[src/rtl/fifo_rd_pkg.sv]
// Shared types and default widths for the FIFO burst reader.
package fifo_rd_pkg;

  localparam int unsigned DATA_W_DEF = 8;
  localparam int unsigned LEN_W_DEF  = 8;

  typedef enum logic [1:0] {
    IDLE = 2'd0,
    RUN  = 2'd1,
    DONE = 2'd2
  } state_e;

endpackage

[src/rtl/stream_buf2.sv]
// Two-entry valid/ready skid buffer; head is entry 0, simultaneous push and pop allowed.
module stream_buf2 #(
  parameter int unsigned DATA_W = 8
) (
  input  logic              clk,
  input  logic              rst,
  input  logic              push_i,
  input  logic [DATA_W-1:0] push_data_i,
  input  logic              pop_i,
  output logic [DATA_W-1:0] head_o,
  output logic [1:0]        occ_o
);

  logic [DATA_W-1:0] mem_q [2];
  logic [DATA_W-1:0] mem_d [2];
  logic [1:0]        occ_q, occ_d;
  logic [1:0]        slot;

  // Pop shifts entry 1 forward; a push lands in the first free slot after that shift.
  always_comb begin
    mem_d = mem_q;
    slot  = occ_q - 2'(pop_i);
    if (pop_i) begin
      mem_d[0] = mem_q[1];
    end
    if (push_i) begin
      mem_d[slot[0]] = push_data_i;
    end
    occ_d = slot + 2'(push_i);
  end

  always_ff @(posedge clk) begin
    if (rst) begin
      mem_q[0] <= '0;
      mem_q[1] <= '0;
      occ_q    <= 2'd0;
    end else begin
      mem_q <= mem_d;
      occ_q <= occ_d;
    end
  end

  assign head_o = mem_q[0];
  assign occ_o  = occ_q;

  a_no_overflow: assert property (@(posedge clk) disable iff (rst)
    !(push_i && !pop_i && occ_q == 2'd2));
  a_no_underflow: assert property (@(posedge clk) disable iff (rst)
    !(pop_i && occ_q == 2'd0));

endmodule

[src/rtl/fifo_burst_reader.sv]
// Drains a requested number of bytes from a registered-read FIFO onto a valid/ready stream.
module fifo_burst_reader
  import fifo_rd_pkg::*;
#(
  parameter int unsigned DATA_W = DATA_W_DEF,
  parameter int unsigned LEN_W  = LEN_W_DEF
) (
  input  logic              clk,
  input  logic              rst,
  input  logic              start_i,
  input  logic [LEN_W-1:0]  len_i,
  output logic              busy_o,
  output logic              done_o,
  input  logic              fifo_empty_i,
  output logic              fifo_r_en_o,
  input  logic [DATA_W-1:0] fifo_data_i,
  output logic              m_valid_o,
  output logic [DATA_W-1:0] m_data_o,
  input  logic              m_ready_i,
  output logic [LEN_W-1:0]  count_o
);

  state_e           state_q, state_d;
  logic [LEN_W-1:0] len_q, len_d;
  logic [LEN_W-1:0] issued_q, issued_d;
  logic [LEN_W-1:0] count_q, count_d;
  logic             inflight_q;
  logic             pop;
  logic             rd_en;
  logic [1:0]       occ;
  logic [2:0]       level;

  stream_buf2 #(.DATA_W(DATA_W)) u_buf (
    .clk         (clk),
    .rst         (rst),
    .push_i      (inflight_q),
    .push_data_i (fifo_data_i),
    .pop_i       (pop),
    .head_o      (m_data_o),
    .occ_o       (occ)
  );

  assign m_valid_o = (occ != 2'd0);
  assign pop       = m_valid_o & m_ready_i;

  // Only issue a read if its data will have a free buffer slot when it returns.
  always_comb begin
    state_d  = state_q;
    len_d    = len_q;
    issued_d = issued_q;
    count_d  = count_q;
    level    = 3'(occ) + 3'(inflight_q) - 3'(pop);
    rd_en    = (state_q == RUN) && (issued_q < len_q) && !fifo_empty_i &&
               (level < 3'd2) && !rst;
    if (rd_en) begin
      issued_d = issued_q + LEN_W'(1);
    end
    if (pop) begin
      count_d = count_q + LEN_W'(1);
    end
    case (state_q)
      IDLE: begin
        if (start_i) begin
          len_d    = len_i;
          issued_d = '0;
          count_d  = '0;
          state_d  = (len_i != '0) ? RUN : DONE;
        end
      end
      RUN: begin
        if (pop && (count_q + LEN_W'(1) == len_q)) begin
          state_d = DONE;
        end
      end
      DONE:    state_d = IDLE;
      default: state_d = IDLE;
    endcase
  end

  always_ff @(posedge clk) begin
    if (rst) begin
      state_q    <= IDLE;
      len_q      <= '0;
      issued_q   <= '0;
      count_q    <= '0;
      inflight_q <= 1'b0;
    end else begin
      state_q    <= state_d;
      len_q      <= len_d;
      issued_q   <= issued_d;
      count_q    <= count_d;
      inflight_q <= rd_en;
    end
  end

  assign fifo_r_en_o = rd_en;
  assign busy_o      = (state_q != IDLE);
  assign done_o      = (state_q == DONE);
  assign count_o     = count_q;

endmodule

[config.mk]
export PLATFORM = sky130hd
export DESIGN_NAME = fifo_burst_reader
export DESIGN_NICKNAME = d
export VERILOG_FILES = /design/src/rtl/fifo_rd_pkg.sv /design/src/rtl/stream_buf2.sv /design/src/rtl/fifo_burst_reader.sv
export SDC_FILE = /design/constraint.sdc
export NUM_CORES = 1
export LEC_CHECK = 0
export ABC_AREA = 1
export ABC_CLOCK_PERIOD_IN_PS = 6150
export BUFFER_PORTS_ARGS = -buffer_cell sky130_fd_sc_hd__buf_2
export CORE_ASPECT_RATIO = 1.2
export CORE_MARGIN = 4
export CORE_UTILIZATION = 45
export DETAILED_ROUTE_END_ITERATION = 10
export MAX_ROUTING_LAYER = met4
export PLACE_DENSITY = 0.68
export SLEW_MARGIN = 20
export SYNTH_ARGS = -nofsm -noshare
export SYNTH_HDL_FRONTEND = slang
export SYNTH_SLANG_ARGS = --single-unit
[constraint.sdc]
create_clock -name clk -period 6.15 [get_ports clk]
set_input_delay 1.23 -clock clk [delete_from_list [all_inputs] [get_ports clk]]
set_output_delay 1.23 -clock clk [all_outputs]
set_load 0.01 [all_outputs]
==> reports/qor.log, run 1 <==
[yosys] sequential-to-total area share from yosys stat 35.70%
[final_layout] fraction of final layout cells with drive strength greater than 1 18.77%
[timing] number of max-slew violations in the final report 0
[clock_network] clock transition at the registers of the reported paths 0.10 ns
[yosys] leading register cell type out of synthesis dfxtp_1
[final_layout] # nets final 421
[yosys] synthesis-stage register bit count 45
[final_layout] most used cells in the layout excluding fill and tap cells 75 x nand2_1, 48 x inv_1, 45 x dfxtp_1
[detailed_routing] drt via density 5.058
[timing] Slew Limit Headroom 43.40%
[clock_network] number of H-tree levels 2
[floorplan] number of top-level pins 41
[detailed_routing] remaining number of nets flagged by the antenna check after routing 0
[critical_path] Crit. Startpoint m_ready_i
[job] max-capacitance violation count 0
[grt] via count of the first global-routing pass 2169
[yosys] Post-Syn Area per Cell 7.030 sq um
[yosys] post-synth design cell area 2524 sq um
[place] Port Buf Inserts 40
[power] post-layout power 674.4 uW
[yosys] number of instances in the synthesized netlist 359
[grt] antenna violations before repair 0
[critical_path] cell depth of the worst flop-to-flop path 12
[clock_network] post-cts sizing count 0
[final_layout] final core area utilization 51.82%
[clock_network] Skew-Pair Late Insertion Delay 0.30 ns
[place] total placed cells including tap cells 443
[yosys] Yosys warnings 0
[critical_path] CP peak stage delay 0.49 ns
[grt] largest net degree at the start of global routing 26
[critical_path] reg-to-reg critical path endpoint issued_q[7]
[hold_path] hold path startpoint u_buf.head_o[4]
[clock_network] clock root cell clkbuf_8
[final_layout] commonest non-fill, non-tap cell in the layout nand2_1
[final_layout] Area Growth Syn to Fin 10.26%
[critical_path] Startpoint Class input pin
[yosys] net count after synthesis 392
[detailed_routing] violation count after the first detailed-route iteration 132
[detailed_routing] Post-route DRC 0
[detailed_routing] highest metal layer with signal wires met4
[yosys] number of flops mapped to enable cells by yosys 0
[floorplan] horizontal die dimension 76.36 um
[floorplan] DIE HEIGHT 90.04 um
[hold_path] worst hold path endpoint u_buf.head_o[4]
[critical_path] CP delay by family, top simple AND/OR/NAND/NOR gates
[detailed_routing] total wire length 5427 um
[detailed_routing] routed length on met3 169 um
[clock_network] clock tree from TritonCTS yes
[detailed_routing] number of detailed-routing iterations run before antenna repair 4
[timing] total negative slack 0 ns
[power] maximum VDD drop 0.1324 mV
[critical_path] worst path cell trace buf_2 -> inv_1 -> nor2_4 -> nand2_2 -> nand2_1 -> nand2_1 -> fa_1 -> nand3_2 -> nor3_4 -> nand2_4 -> clkinv_2 -> buf_2
[status] outcome complete, no violations
[critical_path] worst path required time 4.92 ns
[timing] final hold vios 0
[timing] Final setup viols 0
[timing] smallest hold slack 0.4830 ns
[floorplan] core area 5370 sq um
[critical_path] CP bufs+invs 4
[place] final estimated routing congestion in global placement 0.9123
[clock_network] CTS Hold Bufs 0
[critical_path] Critical Setup Path Class in -> out
[hold_path] Hold Path Stages 2
[timing] peak clock frequency supported by timing 217.3 MHz
[clock_network] number of buffers inserted to repair setup after CTS 0
[hold_path] type of the tightest min-delay check reg -> reg
[detailed_routing] Detail Route met2 WL 2586 um
[grt] global-route wire length before repair 9294 um
[grt] final global-route overflow total 0
[clock_network] number of buffers added by the clock tree synthesis step 5
[final_layout] Finished Layout Cells 451
[clock_network] Num Clock Sinks 45
[yosys] proportion of synthesized flip-flops having asynchronous set or reset 0%
[power] power density over cell area 242.3 nW/um^2
[timing] clk_skew 0.007691 ns
[timing] period utilization 74.82%
[floorplan] standard-cell rows 29
[floorplan] die outline area 6875 sq um
[detailed_routing] average wire length per cell after detail routing 12.03 um
[timing] setup repair after global routing missed its margin no
[detailed_routing] vias post-DR 2281
[power] P_leak 0.001297 uW
[clock_network] maximum buffer depth of the clock tree 2
[floorplan] initial core utilization 46.99%
[timing] post-layout min period 4.602 ns
[detailed_routing] routed metal-1 wirelength 2579 um
[critical_path] category of the worst setup path capture point output port
[critical_path] reg2reg start u_buf.occ_o[1]
[place] post-detail-place hpwl 4124 um
[critical_path] reg2reg setup slack 3.46 ns
[critical_path] CP Max Fanout 23
[final_layout] number of antenna repair diodes 0
[critical_path] CP max stage cell fa_1
[critical_path] data arrival time at the worst-slack endpoint 3.37 ns
[yosys] distinct cell type count of the synthesized netlist 32
[timing] Least-Margin Pin Slew 0.8459 ns
[grt] total routing usage reported by global routing 16.74%
[final_layout] fill cell count 556
layer usage:
metal | vias to the layer above | global-route usage (%)
met4 | 0 | 6.495
met2 | 37 | 28.45
li1 | 1208 | -
met1 | 1027 | 19.55
met3 | 9 | 3.000
met5 | - | -
report_power, final:
part | switching, uW | internal [uW] | leakage, uW | total [uW]
combinational | 99.5 | 53.6 | 0.000887 | 153
clock | 111 | 82.2 | 0.0000447 | 194
sequential | 17.0 | 311 | 0.000365 | 328
total | 228 | 446 | 0.00130 | 674
how the worst max path moves through the flow:
stage / slack (ns) / cells past startpoint / endpoint
2_1_floorplan: 2.24 / 10 / fifo_r_en_o
3_3_place_gp: 1.60 / 12 / fifo_r_en_o
3_5_place_dp: 1.53 / 12 / fifo_r_en_o
4_1_cts: 1.53 / 12 / fifo_r_en_o
5_1_grt: 1.36 / 12 / fifo_r_en_o
6_report: 1.55 / 12 / fifo_r_en_o
layout make-up:
cell class | instances | area (sq um) | area share [%]
multi-input combinational | 245 | 1318 | 47.35
tap | 62 | 77.57 | 2.788
clock inverter | 3 | 25.02 | 0.8993
sequential | 45 | 900.9 | 32.37
clock buffer | 5 | 68.82 | 2.473
inverter | 51 | 192.7 | 6.924
timing repair buffer | 40 | 200.2 | 7.194
worst reg2reg max path: cells and delay by family, from the launching register on:
family,cells,cell delay (ns)
flip-flops,1,0.44
AND/OR/NAND/NOR,11,1.70
adder cells (fa/ha/maj),1,0.49
kinds of logic (layout without fill, tap and decap cells):
| kind of cell | after synthesis | after routing | share of synthesized area (%) |
|---|---|---|---|
| simple gates | 170 | 170 | 31.53 |
| buf+inv | 69 | 99 | 12.10 |
| compound gates | 60 | 60 | 13.39 |
| flops | 45 | 45 | 35.70 |
| fa+ha+maj | 12 | 12 | 6.247 |
| xor+xnor | 3 | 3 | 1.041 |
Yosys cell counts (all sizes together) (3+ instances only):
cell	n	share of area [%]
nand3	30	6.5
nand2	83	13
ha	11	5.5
clkbuf	3	0.45
a31oi	7	1.7
o211ai	3	0.89
nor2	47	8.4
o21ai	30	5.9
nand4	5	1.2
inv	50	7.4
nor3	3	1.5
a21oi	18	4.0
buf	15	4.0
dfxtp	45	36
per-stage QoR:
| stage | worst slack, ns | area (sq um) |
|---|---|---|
| after detailed placement | 1.531 | 2689 |
| after CTS | 1.532 | 2783 |
| after global placement | 1.603 | 2689 |
| final | 1.548 | 2783 |
| after floorplan | 2.238 | 2524 |
| after global routing | 1.361 | 2783 |
(Power assumes the default switching activity.)
==> inputs of run 2 (changes only) <==
--- a/config.mk
+++ b/config.mk
@@ -6,14 +6,14 @@
 export NUM_CORES = 1
 export LEC_CHECK = 0
 export ABC_AREA = 1
-export ABC_CLOCK_PERIOD_IN_PS = 6150
+export ABC_CLOCK_PERIOD_IN_PS = 4200
 export BUFFER_PORTS_ARGS = -buffer_cell sky130_fd_sc_hd__buf_2
 export CORE_ASPECT_RATIO = 1.2
 export CORE_MARGIN = 4
 export CORE_UTILIZATION = 45
 export DETAILED_ROUTE_END_ITERATION = 10
 export MAX_ROUTING_LAYER = met4
-export PLACE_DENSITY = 0.68
+export PLACE_DENSITY = 0.7
 export SLEW_MARGIN = 20
 export SYNTH_ARGS = -nofsm -noshare
 export SYNTH_HDL_FRONTEND = slang
==> constraint.sdc (replaced) <==
create_clock -name clk -period 4.2 [get_ports clk]
set_input_delay 0.84 -clock clk [delete_from_list [all_inputs] [get_ports clk]]
set_output_delay 0.84 -clock clk [all_outputs]
set_load 0.01 [all_outputs]
==> run 2 against run 1 <==
Net effect:
- combinational power rose by 46%
- critical path depth did not move
- die area unchanged
- core utilization increased by 0.33 points
- total power increased by 51%
- cell area increased by 0.63%
- non-clock buffer count rose by 1
- worst hold slack worse by 0.0032 ns
- global-route usage is 0.66 points lower
- clock skew decreased by 0.0014 ns
- critical endpoint unchanged
- sequential share of layout area fell by 0.20 points
==> reports/qor.log, run 2 (same netlist as run 1, synthesis figures left out) <==
[power] post-layout power 1017 uW
[clock_network] Num Clock Sinks 45
[job] max-capacitance violation count 0
[critical_path] CP max stage cell fa_1
[critical_path] Critical Setup Path Class in -> out
[critical_path] CP delay by family, top simple AND/OR/NAND/NOR gates
[clock_network] clock tree from TritonCTS yes
[timing] period utilization 81.30%
[critical_path] CP bufs+invs 4
[final_layout] commonest non-fill, non-tap cell in the layout nand2_1
[critical_path] cell depth of the worst flop-to-flop path 11
[power] maximum VDD drop 0.2160 mV
[critical_path] category of the worst setup path capture point output port
[floorplan] initial core utilization 46.99%
[detailed_routing] vias post-DR 2275
[critical_path] worst path required time 3.36 ns
[clock_network] number of buffers added by the clock tree synthesis step 5
[clock_network] CTS Hold Bufs 0
[critical_path] Startpoint Class input pin
[timing] Final setup viols 0
[detailed_routing] violation count after the first detailed-route iteration 105
[power] P_leak 0.001312 uW
[status] outcome complete, no violations
[final_layout] Area Growth Syn to Fin 10.96%
[final_layout] most used cells in the layout excluding fill and tap cells 75 x nand2_1, 48 x inv_1, 45 x dfxtp_1
[critical_path] Crit. Startpoint m_ready_i
[timing] post-layout min period 3.415 ns
[grt] global-route wire length before repair 8997 um
[grt] antenna violations before repair 0
[critical_path] worst path cell trace buf_2 -> inv_1 -> nor2_4 -> nand2_2 -> nand2_1 -> nand2_1 -> fa_1 -> nand3_2 -> nor3_4 -> nand2_4 -> clkinv_2 -> buf_2
[final_layout] # nets final 422
[hold_path] hold path startpoint u_buf.head_o[6]
[final_layout] number of antenna repair diodes 0
[clock_network] number of H-tree levels 2
[floorplan] die outline area 6875 sq um
[timing] peak clock frequency supported by timing 292.8 MHz
[place] Port Buf Inserts 40
[detailed_routing] average wire length per cell after detail routing 11.57 um
[floorplan] DIE HEIGHT 90.04 um
[timing] final hold vios 0
[critical_path] CP Max Fanout 6
[critical_path] CP peak stage delay 0.49 ns
[grt] total routing usage reported by global routing 16.08%
[detailed_routing] remaining number of nets flagged by the antenna check after routing 0
[place] placed cell areas 2696 sq um
[detailed_routing] total wire length 5219 um
[grt] largest net degree at the start of global routing 26
[clock_network] clock transition at the registers of the reported paths 0.08 ns
[detailed_routing] drt via density 5.044
[timing] number of max-slew violations in the final report 0
[floorplan] standard-cell rows 29
[floorplan] core area 5370 sq um
[detailed_routing] number of detailed-routing iterations run before antenna repair 5
[timing] Slew Limit Headroom 43.95%
[place] post-detail-place hpwl 4050 um
[final_layout] fraction of final layout cells with drive strength greater than 1 18.77%
[clock_network] clock root cell clkbuf_8
[clock_network] maximum buffer depth of the clock tree 2
[power] power density over cell area 363.3 nW/um^2
[hold_path] Hold Path Stages 2
[detailed_routing] Post-route DRC 0
[grt] final global-route overflow total 0
[hold_path] type of the tightest min-delay check reg -> reg
[floorplan] horizontal die dimension 76.36 um
[clock_network] Skew-Pair Late Insertion Delay 0.29 ns
[clock_network] number of buffers inserted to repair setup after CTS 0
[critical_path] data arrival time at the worst-slack endpoint 2.57 ns
[floorplan] number of top-level pins 41
[timing] setup repair after global routing missed its margin no
[clock_network] post-cts sizing count 0
[final_layout] post-layout instance area 2800 sq um
[grt] via count of the first global-routing pass 2137
[timing] Least-Margin Pin Slew 0.8376 ns
[critical_path] reg2reg start u_buf.occ_o[1]
[critical_path] logic depth of the worst setup path including buffers 12
[timing] clk_skew 0.006252 ns
[place] final estimated routing congestion in global placement 0.8207
[timing] total negative slack 0 ns
## run 2: layout make-up
type,instances,area [sq um]
timing repair buffer,41,207.7
inverter,51,192.7
clock buffer,5,68.82
tap,62,77.57
multi-input combinational,245,1318
clock inverter,2,35.03
sequential,45,900.9
fill,578,2570
## run 2: worst paths after layout
kind / endpoint / slack, ns
max: fifo_r_en_o / 0.79
min: u_buf.head_o[6] / 0.48
max reg2reg: issued_q[4] / 1.97
min reg2reg: u_buf.head_o[6] / 0.48
## run 2: worst min-delay path: stages (launching register included)
cell	delay, ns
dfxtp_1	0.31
nand2_1	0.06
a31oi_1	0.07
## run 2: power by group
group / internal, uW / switching (uW)
clock: 173 / 141
sequential: 455 / 24.5
combinational: 80.4 / 144
total: 708 / 309
## run 2: metal layers
metal / global-route usage (%) / part of all wire (%) / vias to the layer above
met5: - / 0 / -
met4: 5.287 / 1.6 / 0
met3: 3.000 / 5.0 / 6
met2: 27.49 / 49 / 52
met1: 18.97 / 44 / 1008
li1: - / - / 1209
## run 2: per-stage QoR
step | hold slack [ns] | worst slack, ns | instances | utilization [%]
floorplan | 0.4543 | 1.068 | 359 | -
global placement | 0.4639 | 0.8410 | 444 | 50.21
detailed placement | 0.4712 | 0.7732 | 444 | 50.21
CTS | 0.4847 | 0.7607 | 451 | 52.14
global route | 0.5017 | 0.6593 | 451 | 52.14
finish | 0.4798 | 0.7852 | 451 | 52.14
==> inputs of run 3 (changes only) <==
--- a/config.mk
+++ b/config.mk
@@ -6,7 +6,7 @@
 export NUM_CORES = 1
 export LEC_CHECK = 0
 export ABC_AREA = 1
-export ABC_CLOCK_PERIOD_IN_PS = 4200
+export ABC_CLOCK_PERIOD_IN_PS = 2740
 export BUFFER_PORTS_ARGS = -buffer_cell sky130_fd_sc_hd__buf_2
 export CORE_ASPECT_RATIO = 1.2
 export CORE_MARGIN = 4
==> constraint.sdc (replaced) <==
create_clock -name clk -period 2.74 [get_ports clk]
set_input_delay 0.548 -clock clk [delete_from_list [all_inputs] [get_ports clk]]
set_output_delay 0.548 -clock clk [all_outputs]
set_load 0.01 [all_outputs]
==> run 3 against run 2 <==
Net effect:
- total power is 63% higher
- sequential share of layout area is 1.2 points lower
- core utilization is 2.4 points higher
- register-to-register slack worse by 1.5 ns
- sequential power is 54% higher
- routed wire length is 3.4% higher
- first-iteration DRC count is 24% higher
- cell area is 4.7% higher
- flip-flop and latch count stayed put
- clock skew is 0.0017 ns higher
- global-route usage is 0.66 points higher
- worst hold slack worse by 0.0062 ns
- critical path type unchanged
- largest power group unchanged
==> reports/qor.log, run 3 (same netlist as run 1, synthesis figures left out) <==
[critical_path] worst path required time 2.19 ns
[timing] worst setup slack after layout 0.01949 ns
[timing] Least-Margin Pin Slew 0.4115 ns
[final_layout] # nets final 432
[grt] met2 usage 28.67%
[place] final estimated routing congestion in global placement 0.7840
[timing] period utilization 99.29%
[detailed_routing] vias post-DR 2342
[floorplan] DIE HEIGHT 90.04 um
[critical_path] CP bufs+invs 4
[timing] Slew Limit Headroom 72.48%
[detailed_routing] number of detailed-routing iterations run before antenna repair 4
[timing] number of max-slew violations in the final report 0
[grt] antenna violations before repair 0
[clock_network] maximum buffer depth of the clock tree 2
[floorplan] standard-cell rows 29
[hold_path] type of the tightest min-delay check reg -> reg
[detailed_routing] remaining number of nets flagged by the antenna check after routing 0
[timing] Final setup viols 0
[final_layout] combined area of the multi-input logic cells 1343 sq um
[grt] GR met1 Demand/Resource 19.62%
[timing] post-layout min period 2.721 ns
[clock_network] clock tree from TritonCTS yes
[place] total placed cells including tap cells 449
[detailed_routing] drt via density 5.069
[floorplan] core area 5370 sq um
[critical_path] Critical Setup Path Class in -> out
[grt] busiest layer in global routing met2
[power] power density over cell area 563.9 nW/um^2
[timing] total negative slack 0 ns
[final_layout] fraction of final layout cells with drive strength greater than 1 22.00%
[clock_network] CTS Hold Bufs 0
[final_layout] number of antenna repair diodes 0
[critical_path] CP max stage cell fa_1
[job] max-capacitance violation count 0
[final_layout] Reg area 908.4 sq um
[detailed_routing] violation count after the first detailed-route iteration 130
[clock_network] number of buffers added by the clock tree synthesis step 5
[critical_path] data arrival time at the worst-slack endpoint 2.17 ns
[detailed_routing] Post-route DRC 0
[final_layout] Area Growth Syn to Fin 16.16%
[critical_path] cell repeated most along the worst path nand2_4
[place] post-placement setup slack 0.02508 ns
[detailed_routing] average wire length per cell after detail routing 11.68 um
[floorplan] die outline area 6875 sq um
[place] Port Buf Inserts 40
[critical_path] worst path cell trace buf_2 -> inv_1 -> nand2_1 -> nand2_4 -> nand2_4 -> fa_1 -> nand3_2 -> nor3_4 -> nand2_4 -> inv_4 -> buf_6
[grt] via count of the first global-routing pass 2152
[clock_network] clock root cell clkbuf_8
[clock_network] Skew-Pair Late Insertion Delay 0.30 ns
[power] maximum VDD drop 0.2893 mV
[clock_network] clock transition at the registers of the reported paths 0.09 ns
[grt] total routing usage reported by global routing 16.74%
[timing] setup repair after global routing missed its margin yes
[final_layout] Finished Layout Cells 462
[floorplan] horizontal die dimension 76.36 um
[final_layout] commonest non-fill, non-tap cell in the layout nand2_1
[place] post-detail-place hpwl 4096 um
[critical_path] Startpoint Class input pin
[grt] largest net degree at the start of global routing 25
[grt] final global-route overflow total 0
[detailed_routing] total wire length 5396 um
[grt] met3 usage in global routing 3.700%
[timing] peak clock frequency supported by timing 367.6 MHz
[critical_path] category of the worst setup path capture point output port
[timing] final hold vios 0
[final_layout] most used cells in the layout excluding fill and tap cells 73 x nand2_1, 48 x inv_1, 43 x dfxtp_1
[power] P_leak 0.001387 uW
[final_layout] fill cell count 540
[grt] global-route wire length before repair 9287 um
[critical_path] CP delay by family, top simple AND/OR/NAND/NOR gates
[timing] clk_skew 0.007968 ns
[critical_path] CP Max Fanout 2
[clock_network] number of H-tree levels 2
[floorplan] initial core utilization 46.99%
[status] outcome complete, no violations
[critical_path] CP peak stage delay 0.55 ns
[floorplan] number of top-level pins 41
[clock_network] Num Clock Sinks 45
-- run 3: changes by cell type in the layout (fill, tap and decap cells not counted), moves of 2 or more --
cell and change:
buf_4 +10, nand2_4 +3, dfxtp_1 -2, clkinv_2 -2, dfxtp_4 +2, nand2_1 -2
-- run 3: metal layers --
metal  vias up  wire (um)
met4         0         67
met5         -          0
met3         6        241
li1       1223          -
met2        51       2736
met1      1062       2351
-- run 3: tightest hold or removal path: cells and delay by family (launching register included) --
kind            cells  cell delay, ns
compound gates      1            0.07
simple gates        1            0.06
flops               1            0.32
-- run 3: cell type report --
| cell class | instances | area share (%) |
|---|---|---|
| well taps | 62 | 2.646 |
| repair buffers | 51 | 9.859 |
| clock buffers | 6 | 2.817 |
| inverters | 51 | 6.615 |
| clock inverters | 2 | 1.280 |
| multi-input cells | 245 | 45.80 |
| flip-flops and latches | 45 | 30.99 |
-- run 3: path summary, 6_finish.rpt --
check,start,end,slack (ns),cells after the start
max,m_ready_i,fifo_r_en_o,0.02,11
min,register,u_buf.head_o[1],0.47,2
max reg2reg,u_buf.occ_o[1],issued_q[7],0.48,12
min reg2reg,register,u_buf.head_o[1],0.47,2
-- run 3: repair_timing --
item | in CTS | in global routing
pin swaps | 2 | 6
hold endpoints to repair | 0 | 0
setup endpoints to repair | 1 | 1
gates cloned | 0 | 0
resized for setup | 2 | 10
setup buffers | 1 | 4
-- run 3: report_power, final --
| part | switching, uW | internal, uW |
|---|---|---|
| logic | 235 | 152 |
| clock network | 231 | 297 |
| registers | 38.4 | 699 |
| total | 505 | 1150 |
-- run 3: through the flow --
stage | instance area, sq um | hold WS, ns | utilization (%) | total power [uW]
finish | 2932 | 0.4736 | 54.59 | 1653
global route | 2932 | 0.4825 | 54.59 | 1755
CTS | 2865 | 0.4756 | 53.36 | 1638
detailed placement | 2734 | 0.4679 | 50.91 | 1106
global placement | 2734 | 0.4631 | 50.91 | 1098
floorplan | 2524 | 0.4543 | - | 1018
